`config.mk`:
```
export PLATFORM = sky130hd
export DESIGN_NAME = logic_op_sequencer
export DESIGN_NICKNAME = d
export VERILOG_FILES = /design/src/rtl/logic_op_sequencer.sv
export SDC_FILE = /design/constraint.sdc
export NUM_CORES = 1
export LEC_CHECK = 0
export ABC_AREA = 1
export CAP_MARGIN = 20
export CORE_MARGIN = 2
export CORE_UTILIZATION = 52
export CTS_CLUSTER_SIZE = 24
export DETAILED_ROUTE_END_ITERATION = 16
export GPL_ROUTABILITY_DRIVEN = 0
export PLACE_DENSITY_LB_ADDON = 0.25
export RECOVER_POWER = 25
export SLEW_MARGIN = 10
export SYNTH_ARGS = -nofsm -noshare
export SYNTH_HDL_FRONTEND = slang
export SYNTH_SLANG_ARGS = --single-unit
```
`constraint.sdc`:
```
create_clock -name clk -period 2.9 [get_ports clk]
set_input_delay 0.58 -clock clk [delete_from_list [all_inputs] [get_ports clk]]
set_output_delay 0.58 -clock clk [all_outputs]
set_load 0.005 [all_outputs]
```
`src/rtl/logic_op_sequencer.sv`:
```
// logic_op_sequencer: command-side issuer for the logic/compare datapath.
// Requests are queued in a DEPTH-entry FIFO, issued one at a time as a
// registered opcode/operand set, and the result plus EQ/GT/LT flags are
// returned over a valid/ready response channel.
// Optional statistics counters are built when LOGIC_OP_SEQ_STATS_EN is defined;
// otherwise stat_issued/stat_err are tied to zero.
module logic_op_sequencer #(
  parameter int DEPTH = 4,
  parameter int CW    = 3
) (
  input  logic        clk,
  input  logic        rst_n,
  input  logic        cmd_valid,
  output logic        cmd_ready,
  input  logic [3:0]  cmd_op,
  input  logic [7:0]  cmd_a,
  input  logic [7:0]  cmd_b,
  output logic [7:0]  alu_opcode,
  output logic [7:0]  alu_a,
  output logic [7:0]  alu_b,
  input  logic [7:0]  alu_y,
  input  logic        cmp_eq,
  input  logic        cmp_gt,
  input  logic        cmp_lt,
  output logic        rsp_valid,
  input  logic        rsp_ready,
  output logic [7:0]  rsp_data,
  output logic [2:0]  rsp_flags,
  output logic        rsp_err,
  output logic        busy,
  output logic [15:0] stat_issued,
  output logic [7:0]  stat_err
);

  localparam int PW = (DEPTH > 1) ? $clog2(DEPTH) : 1;
  localparam logic [CW-1:0] FULL_CNT = CW'(DEPTH);

  typedef enum logic [1:0] {IDLE, DRIVE, RESP} state_t;

  state_t          state_reg, state_next;
  logic [19:0]     mem [DEPTH];
  logic [PW-1:0]   wr_ptr_reg, rd_ptr_reg;
  logic [CW-1:0]   count_reg;
  logic            init_done_reg;
  logic            push, pop;
  logic [3:0]      head_op;
  logic [7:0]      head_a, head_b;
  logic            head_legal;
  logic [7:0]      head_opcode;
  logic [7:0]      alu_opcode_reg, alu_a_reg, alu_b_reg;
  logic [7:0]      rsp_data_reg;
  logic [2:0]      rsp_flags_reg;
  logic            rsp_err_reg;

  // cmd_ready stays low through reset and comes up one edge after release
  assign cmd_ready = init_done_reg && (count_reg != FULL_CNT);
  assign push      = cmd_valid && cmd_ready;

  assign head_op     = mem[rd_ptr_reg][19:16];
  assign head_a      = mem[rd_ptr_reg][15:8];
  assign head_b      = mem[rd_ptr_reg][7:0];
  assign head_legal  = (head_op >= 4'd1) && (head_op <= 4'd8);
  // CMP is encoded as 8'h00, logic ops pass their select straight through
  assign head_opcode = (head_op == 4'd8) ? 8'h00 : {4'b0000, head_op};

  // FIFO storage: no reset needed, emptiness is tracked by the count
  always_ff @(posedge clk) begin
    if (push) mem[wr_ptr_reg] <= {cmd_op, cmd_a, cmd_b};
  end

  // FIFO pointers, occupancy and the post-reset ready enable
  always_ff @(posedge clk or negedge rst_n) begin
    if (!rst_n) begin
      wr_ptr_reg    <= '0;
      rd_ptr_reg    <= '0;
      count_reg     <= '0;
      init_done_reg <= 1'b0;
    end else begin
      init_done_reg <= 1'b1;
      if (push) wr_ptr_reg <= wr_ptr_reg + 1'b1;
      if (pop)  rd_ptr_reg <= rd_ptr_reg + 1'b1;
      case ({push, pop})
        2'b10:   count_reg <= count_reg + 1'b1;
        2'b01:   count_reg <= count_reg - 1'b1;
        default: count_reg <= count_reg;
      endcase
    end
  end

  // FSM state register
  always_ff @(posedge clk or negedge rst_n) begin
    if (!rst_n) state_reg <= IDLE;
    else        state_reg <= state_next;
  end

  // FSM next state and FIFO pop decision
  always_comb begin
    state_next = state_reg;
    pop        = 1'b0;
    case (state_reg)
      IDLE: begin
        if (count_reg != '0) begin
          pop        = 1'b1;
          state_next = head_legal ? DRIVE : RESP;
        end
      end
      DRIVE:   state_next = RESP;
      RESP:    if (rsp_ready) state_next = IDLE;
      default: state_next = IDLE;
    endcase
  end

  // Issue registers and response capture
  always_ff @(posedge clk or negedge rst_n) begin
    if (!rst_n) begin
      alu_opcode_reg <= '0;
      alu_a_reg      <= '0;
      alu_b_reg      <= '0;
      rsp_data_reg   <= '0;
      rsp_flags_reg  <= '0;
      rsp_err_reg    <= 1'b0;
    end else begin
      if (state_reg == IDLE && pop) begin
        if (head_legal) begin
          alu_opcode_reg <= head_opcode;
          alu_a_reg      <= head_a;
          alu_b_reg      <= head_b;
        end else begin
          // illegal op: answer directly, leave the datapath untouched
          rsp_data_reg  <= '0;
          rsp_flags_reg <= '0;
          rsp_err_reg   <= 1'b1;
        end
      end else if (state_reg == DRIVE) begin
        rsp_data_reg  <= (alu_opcode_reg == 8'h00) ? {5'b00000, cmp_gt, cmp_eq, cmp_lt} : alu_y;
        rsp_flags_reg <= {cmp_gt, cmp_eq, cmp_lt};
        rsp_err_reg   <= 1'b0;
      end
    end
  end

  assign alu_opcode = alu_opcode_reg;
  assign alu_a      = alu_a_reg;
  assign alu_b      = alu_b_reg;
  assign rsp_valid  = (state_reg == RESP);
  assign rsp_data   = rsp_data_reg;
  assign rsp_flags  = rsp_flags_reg;
  assign rsp_err    = rsp_err_reg;
  assign busy       = (count_reg != '0) || (state_reg != IDLE);

`ifdef LOGIC_OP_SEQ_STATS_EN
  logic [15:0] stat_issued_reg;
  logic [7:0]  stat_err_reg;

  // Saturating counters of legal issues and illegal requests
  always_ff @(posedge clk or negedge rst_n) begin
    if (!rst_n) begin
      stat_issued_reg <= '0;
      stat_err_reg    <= '0;
    end else if (state_reg == IDLE && pop) begin
      if (head_legal) begin
        if (stat_issued_reg != 16'hFFFF) stat_issued_reg <= stat_issued_reg + 16'd1;
      end else begin
        if (stat_err_reg != 8'hFF) stat_err_reg <= stat_err_reg + 8'd1;
      end
    end
  end

  assign stat_issued = stat_issued_reg;
  assign stat_err    = stat_err_reg;
`else
  assign stat_issued = '0;
  assign stat_err    = '0;
`endif

endmodule

```
==> Yosys cells after proc, flatten, opt, wreduce, memory -nomap -nowiden <==
Memory sizes are Yosys's and may differ from the RTL's.
Cells that the tools add are included.
{ "op_classes": {"eq_ne": 9, "n_mul": 0, "shifts": 0, "n_addsub": 4, "magnitude_cmp": 2, "n_reduce_logical": 14, "muxes": 20, "n_div": 0, "n_bitwise": 0} }
{ "ops": {"columns": ["op", "count"], "rows": [
  ["$mux 8", 4],
  ["$mux 3", 3],
  ["$logic_not 8->1", 1],
  ["$mux 1", 7],
  ["$mux 2", 3],
  ["$pmux 2 s3", 1],
  ["$pmux 3 s2", 1],
  ["$reduce_and 2->1", 3],
  ["$reduce_bool 2->1", 3],
  ["$add 2x1->2 const B", 2],
  ["$eq 2x1->1 const B", 2],
  ["$eq 2x2->1 const B", 2],
  ["$eq 4x4->1 const B", 1],
  ["$ge 4x1->1 const B", 1],
  ["$le 4x4->1 const B", 1],
  ["$logic_and 1x1->1", 4],
  ["$mux 4", 1],
  ["$ne 2x2->1 const B", 2],
  ["$add 3x1->3 const B", 1],
  ["$ne 3x3->1 const B", 1],
  ["$reduce_bool 3->1", 1],
  ["$sub 3x1->3 const B", 1],
  ["$logic_not 2->1", 1],
  ["$ne 2x1->1 const B", 1],
  ["$logic_or 1x1->1", 1]
]} }
{ "totals": {"regBits": 46, "latchBits": 0, "word_cells": 61, "mem_bits_rw": 80, "rom_bits": 0, "mem_count": 1, "out_inout_bits": 63} }
{ "memory_table": {"columns": ["memory", "words", "word_bits", "read_ports", "rd_clocked_by_memory_dff", "wr", "line_no", "rtl"], "rows": [
  ["mem", 4, 20, 1, 0, 1, "41", "logic [19:0] mem [DEPTH];"]
]} }

==> Depth between registers and ports, before layout <==
Gate-level depths: netlist of run 1.
{ "logic_depth": {"ltp_word": 6, "mapped_depth": 14} }

==> Least setup slack after synthesis of run 1 <==
OpenSTA, ideal clock, no wires.
{ "synth_path": {"path_type": "reg2reg", "from": "reg count_reg[0]", "to": "mem mem[0][0], enable pin", "arrival_ns": 1.799, "slack_ns": 0.704, "n_path_buf": 0, "path_stages_with_launch": 5, "cell_sequence": "dfrtp_1 -> nor2_1 -> a21boi_0 -> nand2_1 -> nor2_1"} }
{ "synth_via": {"elab_chain_len": 5} }
{ "synth_rtl": {"columns": ["element", "line_no", "rtl"], "rows": [
  ["start, declared", "43", "logic [CW-1:0] count_reg;"],
  ["start signal, assigned", "83", "2'b10: count_reg <= count_reg + 1'b1;"],
  ["start signal, assigned", "84", "2'b01: count_reg <= count_reg - 1'b1;"],
  ["start signal, assigned", "85", "default: count_reg <= count_reg;"],
  ["$ne 3x3->1", "56", "assign cmd_ready = init_done_reg && (count_reg != FULL_CNT);"],
  ["$logic_and 1x1->1", "56", null],
  ["net cmd_ready", "14", "output logic cmd_ready,"],
  ["$logic_and 1x1->1", "57", "assign push = cmd_valid && cmd_ready;"],
  ["$mux 1", "68", "if (push) mem[wr_ptr_reg] <= {cmd_op, cmd_a, cmd_b};"],
  ["$mux 1 (not written as such)", "68", null],
  ["end, declared", "41", null]
]} }
The timed path passes the listed nets, and every way through them passes these cells.

==> Final worst setup path of run 1 <==
{ "layout_path": {"from": "reg count_reg[0]", "to": "out cmd_ready"} }
{ "layout_via": {"elab_chain_len": 2} }
{ "layout_rtl": {"columns": ["element", "line_no"], "rows": [
  ["$ne 3x3->1", "56"],
  ["$logic_and 1x1->1", "56"],
  ["end, declared", "14"]
]} }
Every way passes these cells.

==> impl_metrics.toml, run 1 <==
[cts]
htree_levels = 4
cts_root_buffer = "clkbuf_8"
cts_sinks = 122
insertion_delay_ps = 510
cts_buffers = 17
clkTransAtPathRegs_ps = 60
clock_path_buffers = 2
cts_resized = 0
cts_tree = "yes"

[synthesis]
synth-seq-area-share_pct = 68.1
synth_cells = 458
ys_ff_latch = 122
synth.distinct_cells = 26
syn_area_um2 = 5070
ys_warn_count = 0
syn_area_per_cell_um2 = 11.1

[detailed_routing]
vias = 3408
drc = 0
wl_per_cell_um = 14.8
viasPerCell = 4.98
dr.pass1.iters = 4
ant_nets = 0
drtIter0Drc = 161
drt-total-wl_um = 10200

[global_routing]
grt_max_degree = 43
grt_first_pass_wirelength_um = 16200
grt_overflow_total = 0
grt_pass1_vias = 3305
grt_usage_pct = 20.8
antenna_found_initial = 0

[sta]
slew_violations = 0
min_period_ps = 2370
worstMarginPinSlew_ps = 618
fin_skew_ps = 6.55
fin_tns_setup_ps = 0
hold_viol_final = 0
setup_viol = 0
slew_headroom_pct = 58.8
fin_crit_sh_pct = 81.8
clock.fmax_mhz = 422
rsz0062_at_grt = "no"

[setup_path]
slowest_delay_ps = 560
arrival_ps = 1790
crit_path_start = "count_reg[0]"
timing.rr.start = "count_reg[0]"
crit_required_ps = 2320
setup.worst_path.start_class = "register"
slowest_stage = "clkdlybuf4s50_1"
crit_path_end_kind = "primary output"
cp_max_fo = 3
cp_cell_sequence = "nor2_1 -> a21boi_0 -> clkdlybuf4s50_1"
path_class = "register to primary output"
r2r_cells = 9

[placement]
place_inst = 650
hpwl_um = 6290
port-buffer-count = 69

[floorplanning]
fp.dieArea_um2 = 10600
coreArea_um2 = 9640
rows = 36
fp.dieH_um = 103
dieWidth_um = 103
ios = 98
initial_utilization_pct = 52.6

[final_layout]
largest_reg_flops = 80
n_antenna_cell = 0
nets = 579
area_delta_synth_final_pct = 26.6
top_register = "mem"
fin_cells = 684
fillerInstances = 760
multiInputGateArea_um2 = 1350
drive_above_1_share_pct = 9.26
seq_area_um2 = 3450

[outcome]
outcome = "finished, final reports clean"

[job]
drv_cap = 0

[power]
leakage_uw = 0.00268
comb_power_share_pct = 34.5
power.switching_uw = 2320
internal_power_uw = 4520
power_density_nw_per_um2 = 1070
vdd_drop_max_mv = 0.536
swShare_pct = 34.0
seqPwrFrac_pct = 35.5
clkPwrFrac_pct = 30.0

[min_path]
hp-class = "register to register"
hold_depth = 2
hold_path.startpoint = "alu_a[2]"
## Yosys cell counts
master,n,area [um^2]
nand2_4,1,11.3
inv_4,1,6.26
xnor2_1,1,8.76
fa_1,1,20.0
xor2_1,3,26.3
a21boi_0,1,7.51
a21oi_1,5,25.0
clkbuf_1,11,41.3
edfxtp_1,80,2400
nor2_1,51,191
inv_2,1,3.75
nand3_2,1,10.0
ha_1,5,62.6
buf_2,3,15.0
o21ai_0,34,170
o22ai_1,16,100
o21ai_1,3,15.0
inv_1,17,63.8
clkinv_1,1,3.75
buf_4,30,225
nand2_1,122,458
nand2_2,2,12.5
buf_6,2,22.5
conb_1,2,7.51
dfrtp_1,42,1050
nand3_1,22,110
## metrics by stage
| stage | instance area (um^2) | utilization [%] | hold slack, ps | setup slack (ps) | power, uW |
|---|---|---|---|---|---|
| CTS | 6390 | 66.3 | 253 | 510 | 6890 |
| finish | 6420 | 66.6 | 478 | 528 | 6840 |
| detailed placement | 5800 | 60.2 | 465 | 451 | 4810 |
| global placement | 5800 | 60.2 | 463 | 505 | 4710 |
| floorplan | 5170 | - | 284 | 704 | 3950 |
| global route | 6420 | 66.6 | 507 | 420 | 7310 |
## what timing repair did
item,CTS,global route
hold endpoints to repair,0,9
buffers inserted,0,0
hold buffers,0,1
## kinds of logic (layout without fill, tap and decap cells)
logic type | Yosys count | count (layout) | share of synthesized area (%)
AND/OR/NAND/NOR | 199 | 199 | 15.6
flip-flops | 122 | 122 | 68.1
buffers and inverters | 66 | 132 | 7.53
AO/OA/AOI/OAI | 59 | 59 | 6.27
adder cells (fa/ha/maj) | 6 | 6 | 1.63
XOR/XNOR | 4 | 4 | 0.691
other | 2 | 29 | 0.148
## cell type report
type,count,area share [%]
Clock buffer,19,6.88
Clock inverter,13,2.34
Inverter,20,1.21
Multi-Input combinational cell,297,21.0
Sequential cell,122,53.8
Tap cell,133,2.59
Timing Repair Buffer,80,12.2
## power by group through the flow
| stage | combinational [uW] | clock (uW) | sequential, uW |
|---|---|---|---|
| after global placement | 2270 | 0 | 2440 |
| after CTS | 2380 | 2080 | 2430 |
| final | 2360 | 2050 | 2430 |
| after global routing | 2690 | 2150 | 2470 |
| after floorplan | 1500 | 0 | 2450 |
| after detailed placement | 2360 | 0 | 2460 |
## critical path: cells and delay by family, from the launching register on
kind                   cells  cell delay [ps]
AO/OA/AOI/OAI              1              260
flip-flops                 1              380
AND/OR/NAND/NOR            1               80
buffers and inverters      1              560
## cells in the final DEF (no fill, tap or decap)
cell type and instances:
a21boi_0 1, a21oi_1 5, buf_12 1, buf_4 9, bufinv_16 3, clkbuf_1 1, clkbuf_16 16, clkbuf_8 3
clkdlybuf4s50_1 52, clkinv_1 2, clkinv_2 5, clkinv_4 1, clkinvlp_4 3, conb_1 29, dfrtp_1 42, dlygate4sd3_1 17
edfxtp_1 80, fa_1 1, ha_1 5, inv_1 17, inv_2 1, inv_4 1, nand2_1 122, nand2_2 2
nand2_4 1, nand3_1 22, nand3_2 1, nor2_1 47, nor2_2 4, o21ai_0 34, o21ai_1 3, o22ai_1 16
xnor2_1 1, xor2_1 3
## worst paths after layout
kind	endpoint	slack (ps)
min in group asynchronous	count_reg[1]	600
hold reg to reg	alu_a[2]	480
hold / removal	alu_a[2]	480
max in group asynchronous	rsp_err	1700
setup reg to reg	count_reg[2]	670
setup / recovery	cmd_ready	530
## layer usage
layer | part of all wire, % | GRT usage (%)
met2 | 49 | 33.9
met5 | 0 | 0
met4 | 1.3 | 9.01
met3 | 7.5 | 5.36
met1 | 42 | 26.7
No activity file was read; power rests on OpenSTA's default activity.
==> run 2, diff against run 1 <==
--- a/config.mk
+++ b/config.mk
@@ -8,7 +8,7 @@
 export ABC_AREA = 1
 export CAP_MARGIN = 20
 export CORE_MARGIN = 2
-export CORE_UTILIZATION = 52
+export CORE_UTILIZATION = 47
 export CTS_CLUSTER_SIZE = 24
 export DETAILED_ROUTE_END_ITERATION = 16
 export GPL_ROUTABILITY_DRIVEN = 0
==> constraint.sdc (replaced) <==
create_clock -name clk -period 2.18 [get_ports clk]
set_input_delay 0.436 -clock clk [delete_from_list [all_inputs] [get_ports clk]]
set_output_delay 0.436 -clock clk [all_outputs]
set_load 0.005 [all_outputs]
==> impl_metrics.toml, run 2 (same netlist as run 1, synthesis figures left out) <==
[sta]
slew_headroom_pct = 25.9
worstMarginPinSlew_ps = 1110
min_period_ps = 2100
fin_hold_ws_ps = 211
fin_tns_setup_ps = 0
slew_violations = 0
post-route-worst-setup-slack_ps = 84.0
fin_skew_ps = 6.13
fin_crit_sh_pct = 96.1
hold_viol_final = 0
clock.fmax_mhz = 477
setup_viol = 0
rsz0062_at_grt = "no"

[setup_path]
arrival_ps = 1660
crit_path_end_kind = "primary output"
cp_max_fo = 3
cp_cell_sequence = "nor2_2 -> nand3_1 -> clkdlybuf4s50_1"
ff2ff_setup_slack_ps = 280
r2r-end = "count_reg[2]"
slowest_stage = "clkdlybuf4s50_1"
r2r_cells = 9
timing.rr.start = "count_reg[0]"
setup.worst_path.start_class = "register"
crit_required_ps = 1740
path_class = "register to primary output"
slowest_delay_ps = 470

[floorplanning]
fp.dieH_um = 108
fp.dieArea_um2 = 11600
dieWidth_um = 108
rows = 37
coreArea_um2 = 10400
initial_utilization_pct = 48.7
ios = 98

[detailed_routing]
vias = 3499
ant_nets = 0
dr.pass1.iters = 4
wl_per_cell_um = 15.3
drc = 0
drt-total-wl_um = 10700
drtIter0Drc = 262
viasPerCell = 5.03

[placement]
post-place-ws_ps = 85.5
hpwl_um = 6890
port-buffer-count = 69
place_inst = 665

[final_layout]
nets = 589
top_register = "mem"
largest_reg_flops = 80
mostFrequentLayoutCell = "nand2_1"
fin_cells = 696
n_antenna_cell = 0
drive_above_1_share_pct = 10.9
layout_common_cells = "nand2_1, edfxtp_1, clkdlybuf4s50_1"
area_delta_synth_final_pct = 27.1

[global_routing]
grt_first_pass_wirelength_um = 16700
grt_overflow_total = 0
grt_max_degree = 43
antenna_found_initial = 0
grt_usage_pct = 19.4
grt_pass1_vias = 3418

[cts]
clock_path_buffers = 2
cts_root_buffer = "clkbuf_8"
cts_tree = "yes"
cts_buffers = 17
insertion_delay_ps = 510
clkTransAtPathRegs_ps = 60
cts_sinks = 122
htree_levels = 4

[power]
power_density_nw_per_um2 = 1410
vdd_drop_max_mv = 0.674
leakage_uw = 0.00270
p_total_uw = 9110

[min_path]
hp-class = "input pin to async pin"

[job]
drv_cap = 0

[outcome]
outcome = "finished, final reports clean"
## run 2: worst max-delay path by stage
stage	startpoint	to	slack, ps
3_5_place_dp	cmd_valid	count_reg[2]	90
5_1_grt	count_reg[0]	busy	20
6_report	count_reg[0]	busy	80
3_3_place_gp	cmd_valid	count_reg[2]	150
2_1_floorplan	count_reg[0]	mem[0][0]	-20
4_1_cts	count_reg[0]	cmd_ready	20
## run 2: layer usage
metal	part of all wire, %	track usage, %
met2	50	32.9
met1	42	23.2
met3	5.7	5.27
met4	2.1	8.70
met5	0	0
## run 2: worst max-delay path: cells and delay by family, from the launching register on
| family | cells | cell delay (ps) |
|---|---|---|
| buffers and inverters | 1 | 470 |
| flip-flops | 1 | 410 |
| AND/OR/NAND/NOR | 2 | 280 |
## run 2: timing repair
item | in CTS | in global routing
resized for setup | 1 | 2
pin swaps | 0 | 0
setup endpoints to repair | 1 | 2
hold buffers | 0 | 0
buffers inserted | 0 | 0
## run 2: cell type report
cell class                      count  area, um^2
Clock inverter                     12         126
Clock buffer                       19         422
Timing Repair Buffer               90         841
Fill cell                         845        3970
Multi-Input combinational cell    297        1350
Sequential cell                   122        3450
Tap cell                          136         170
Inverter                           20        77.6
## run 2: power by group
group	internal, uW	leakage [uW]	total (uW)	switching, uW
clock network	1610	0.000259	2590	976
registers	2990	0.00125	3230	240
logic	1340	0.00119	3290	1950
## run 2: through the flow
stage	instance area [um^2]	util (%)
2_1_floorplan	5170	-
3_3_place_gp	5890	56.6
3_5_place_dp	5890	56.6
4_1_cts	6440	61.8
5_1_grt	6440	61.9
6_report	6440	61.9
==> run 3, diff against run 2 <==
--- a/config.mk
+++ b/config.mk
@@ -7,12 +7,13 @@
 export LEC_CHECK = 0
 export ABC_AREA = 1
 export CAP_MARGIN = 20
+export CORE_ASPECT_RATIO = 0.7
 export CORE_MARGIN = 2
 export CORE_UTILIZATION = 47
 export CTS_CLUSTER_SIZE = 24
 export DETAILED_ROUTE_END_ITERATION = 16
 export GPL_ROUTABILITY_DRIVEN = 0
-export PLACE_DENSITY_LB_ADDON = 0.25
+export PLACE_DENSITY = 0.79
 export RECOVER_POWER = 25
 export SLEW_MARGIN = 10
 export SYNTH_ARGS = -nofsm -noshare
==> impl_metrics.toml, run 3 (same netlist as run 1, synthesis figures left out) <==
[setup_path]
timing.rr.start = "rd_ptr_reg[0]"
critPathTopFamily = "buffers and inverters"
crit_path_end_kind = "primary output"
crit_required_ps = 1740
setup.worst_path.start_class = "register"
slowest_stage = "clkdlybuf4s50_1"
slowest_delay_ps = 530
cp_max_fo = 3
crit_path_start = "count_reg[0]"
arrival_ps = 1590
cp_cell_sequence = "nor2_1 -> a21boi_1 -> clkdlybuf4s50_1"
critPathBufInv = 1
path_class = "register to primary output"

[detailed_routing]
viasPerCell = 5.09
drc = 0
drt-total-wl_um = 10800
drtIter0Drc = 290
vias = 3519
wl_per_cell_um = 15.6
dr.pass1.iters = 5
ant_nets = 0

[final_layout]
n_antenna_cell = 0
fillerInstances = 782
drive_above_1_share_pct = 10.2
multiInputGateArea_um2 = 1350
layout_common_cells = "nand2_1, edfxtp_1, clkdlybuf4s50_1"
mostFrequentLayoutCell = "nand2_1"
post-route-util_pct = 62.6
nets = 587
area_delta_synth_final_pct = 28.9
top_register = "mem"
seq_area_um2 = 3450
largest_reg_flops = 80

[power]
comb_power_share_pct = 33.9
internal_power_uw = 6420
power.switching_uw = 3170
p_total_uw = 9590
vdd_drop_max_mv = 0.697
leakage_uw = 0.00274
clkPwrFrac_pct = 32.4
seqPwrFrac_pct = 33.7
power_density_nw_per_um2 = 1470
swShare_pct = 33.0

[sta]
clock.fmax_mhz = 493
worstMarginPinSlew_ps = 1250
setup_viol = 0
slew_headroom_pct = 17.0
fin_hold_ws_ps = 279
rsz0062_at_grt = "no"
fin_crit_sh_pct = 93.0
fin_tns_setup_ps = 0
min_period_ps = 2030
fin_skew_ps = 7.17
slew_violations = 0
hold_viol_final = 0

[job]
drv_cap = 0

[global_routing]
grt_first_pass_wirelength_um = 17400
grt_pass1_vias = 3499
grt_usage_pct = 19.8
grt_max_degree = 26
antenna_found_initial = 0
grt_overflow_total = 0

[cts]
insertion_delay_ps = 410
clock_path_buffers = 2
postCtsSetupBuffers = 0
cts_tree = "yes"
cts_resized = 0
clkTransAtPathRegs_ps = 50
cts_root_buffer = "clkbuf_16"
ctsHoldBuffers = 0
cts_sinks = 122
htree_levels = 4
cts_buffers = 17

[floorplanning]
ios = 98
coreArea_um2 = 10400
fp.dieH_um = 90.9
rows = 31
dieWidth_um = 128
fp.dieArea_um2 = 11600
initial_utilization_pct = 48.6

[placement]
port-buffer-count = 69
hpwl_um = 7020

[min_path]
hp-class = "input pin to async pin"

[outcome]
outcome = "finished, final reports clean"
run 3: cell types whose count changed in the layout (fill, tap and decap cells not counted), moves of 2 or more:
cell,before,now
clkinv_2,2,4
bufinv_16,2,6
buf_4,20,16
clkinv_4,2,0
clkbuf_1,2,5
run 3: power groups by stage:
| stage | registers (uW) | clock network, uW | logic (uW) |
|---|---|---|---|
| after floorplan | 3260 | 0 | 2000 |
| after global placement | 3250 | 0 | 3100 |
| after CTS | 3230 | 3150 | 3280 |
| after detailed placement | 3260 | 0 | 3230 |
| after global routing | 3280 | 3260 | 3650 |
| final | 3230 | 3110 | 3250 |
run 3: area by class of cell:
type / instances / area share (%)
sequential: 122 / 52.8
clock buffer: 19 / 6.62
clock inverter: 13 / 3.41
tap: 132 / 2.53
timing repair buffer: 88 / 12.7
inverter: 20 / 1.21
multi-input combinational: 297 / 20.7
run 3: metrics by stage:
stage,cell area [um^2],setup slack (ps),std cells
final,6540,154,691
after global routing,6540,3.66,691
after CTS,6540,60.8,691
after detailed placement,5880,121,659
after global placement,5880,150,659
after floorplan,5170,-16.1,485
run 3: path summary, 6_finish.rpt:
path	slack, ps	endpoint	cells past startpoint
worst max-delay path	150	cmd_ready	3
min in group clk	480	alu_a[4]	2
max in group asynchronous	730	alu_a[3]	2
worst min-delay path	280	alu_opcode[0]	1
worst max register to register	240	rsp_data[4]	10
worst min register to register	480	alu_a[4]	2
run 3: worst register-to-register path, cell delays in order, from the launching register on:
cell and delay [ps]:
dfrtp_1 380, clkinv_2 260, nand2_1 170, nand3_1 90, nand2_1 110, nand3_1 80
nand2_1 110, nand3_2 260, nand2_2 250, nand2_1 90, nand2_1 70
run 3: per-layer routing:
metal  vias to the layer above  wire length (um)  global-route usage, %
met5                         -                 0                      0
li1                       1665                 -                      -
met4                         0               148                   7.14
met2                       164              5100                   31.2
met3                        19               797                   5.69
met1                      1671              4740                   26.2
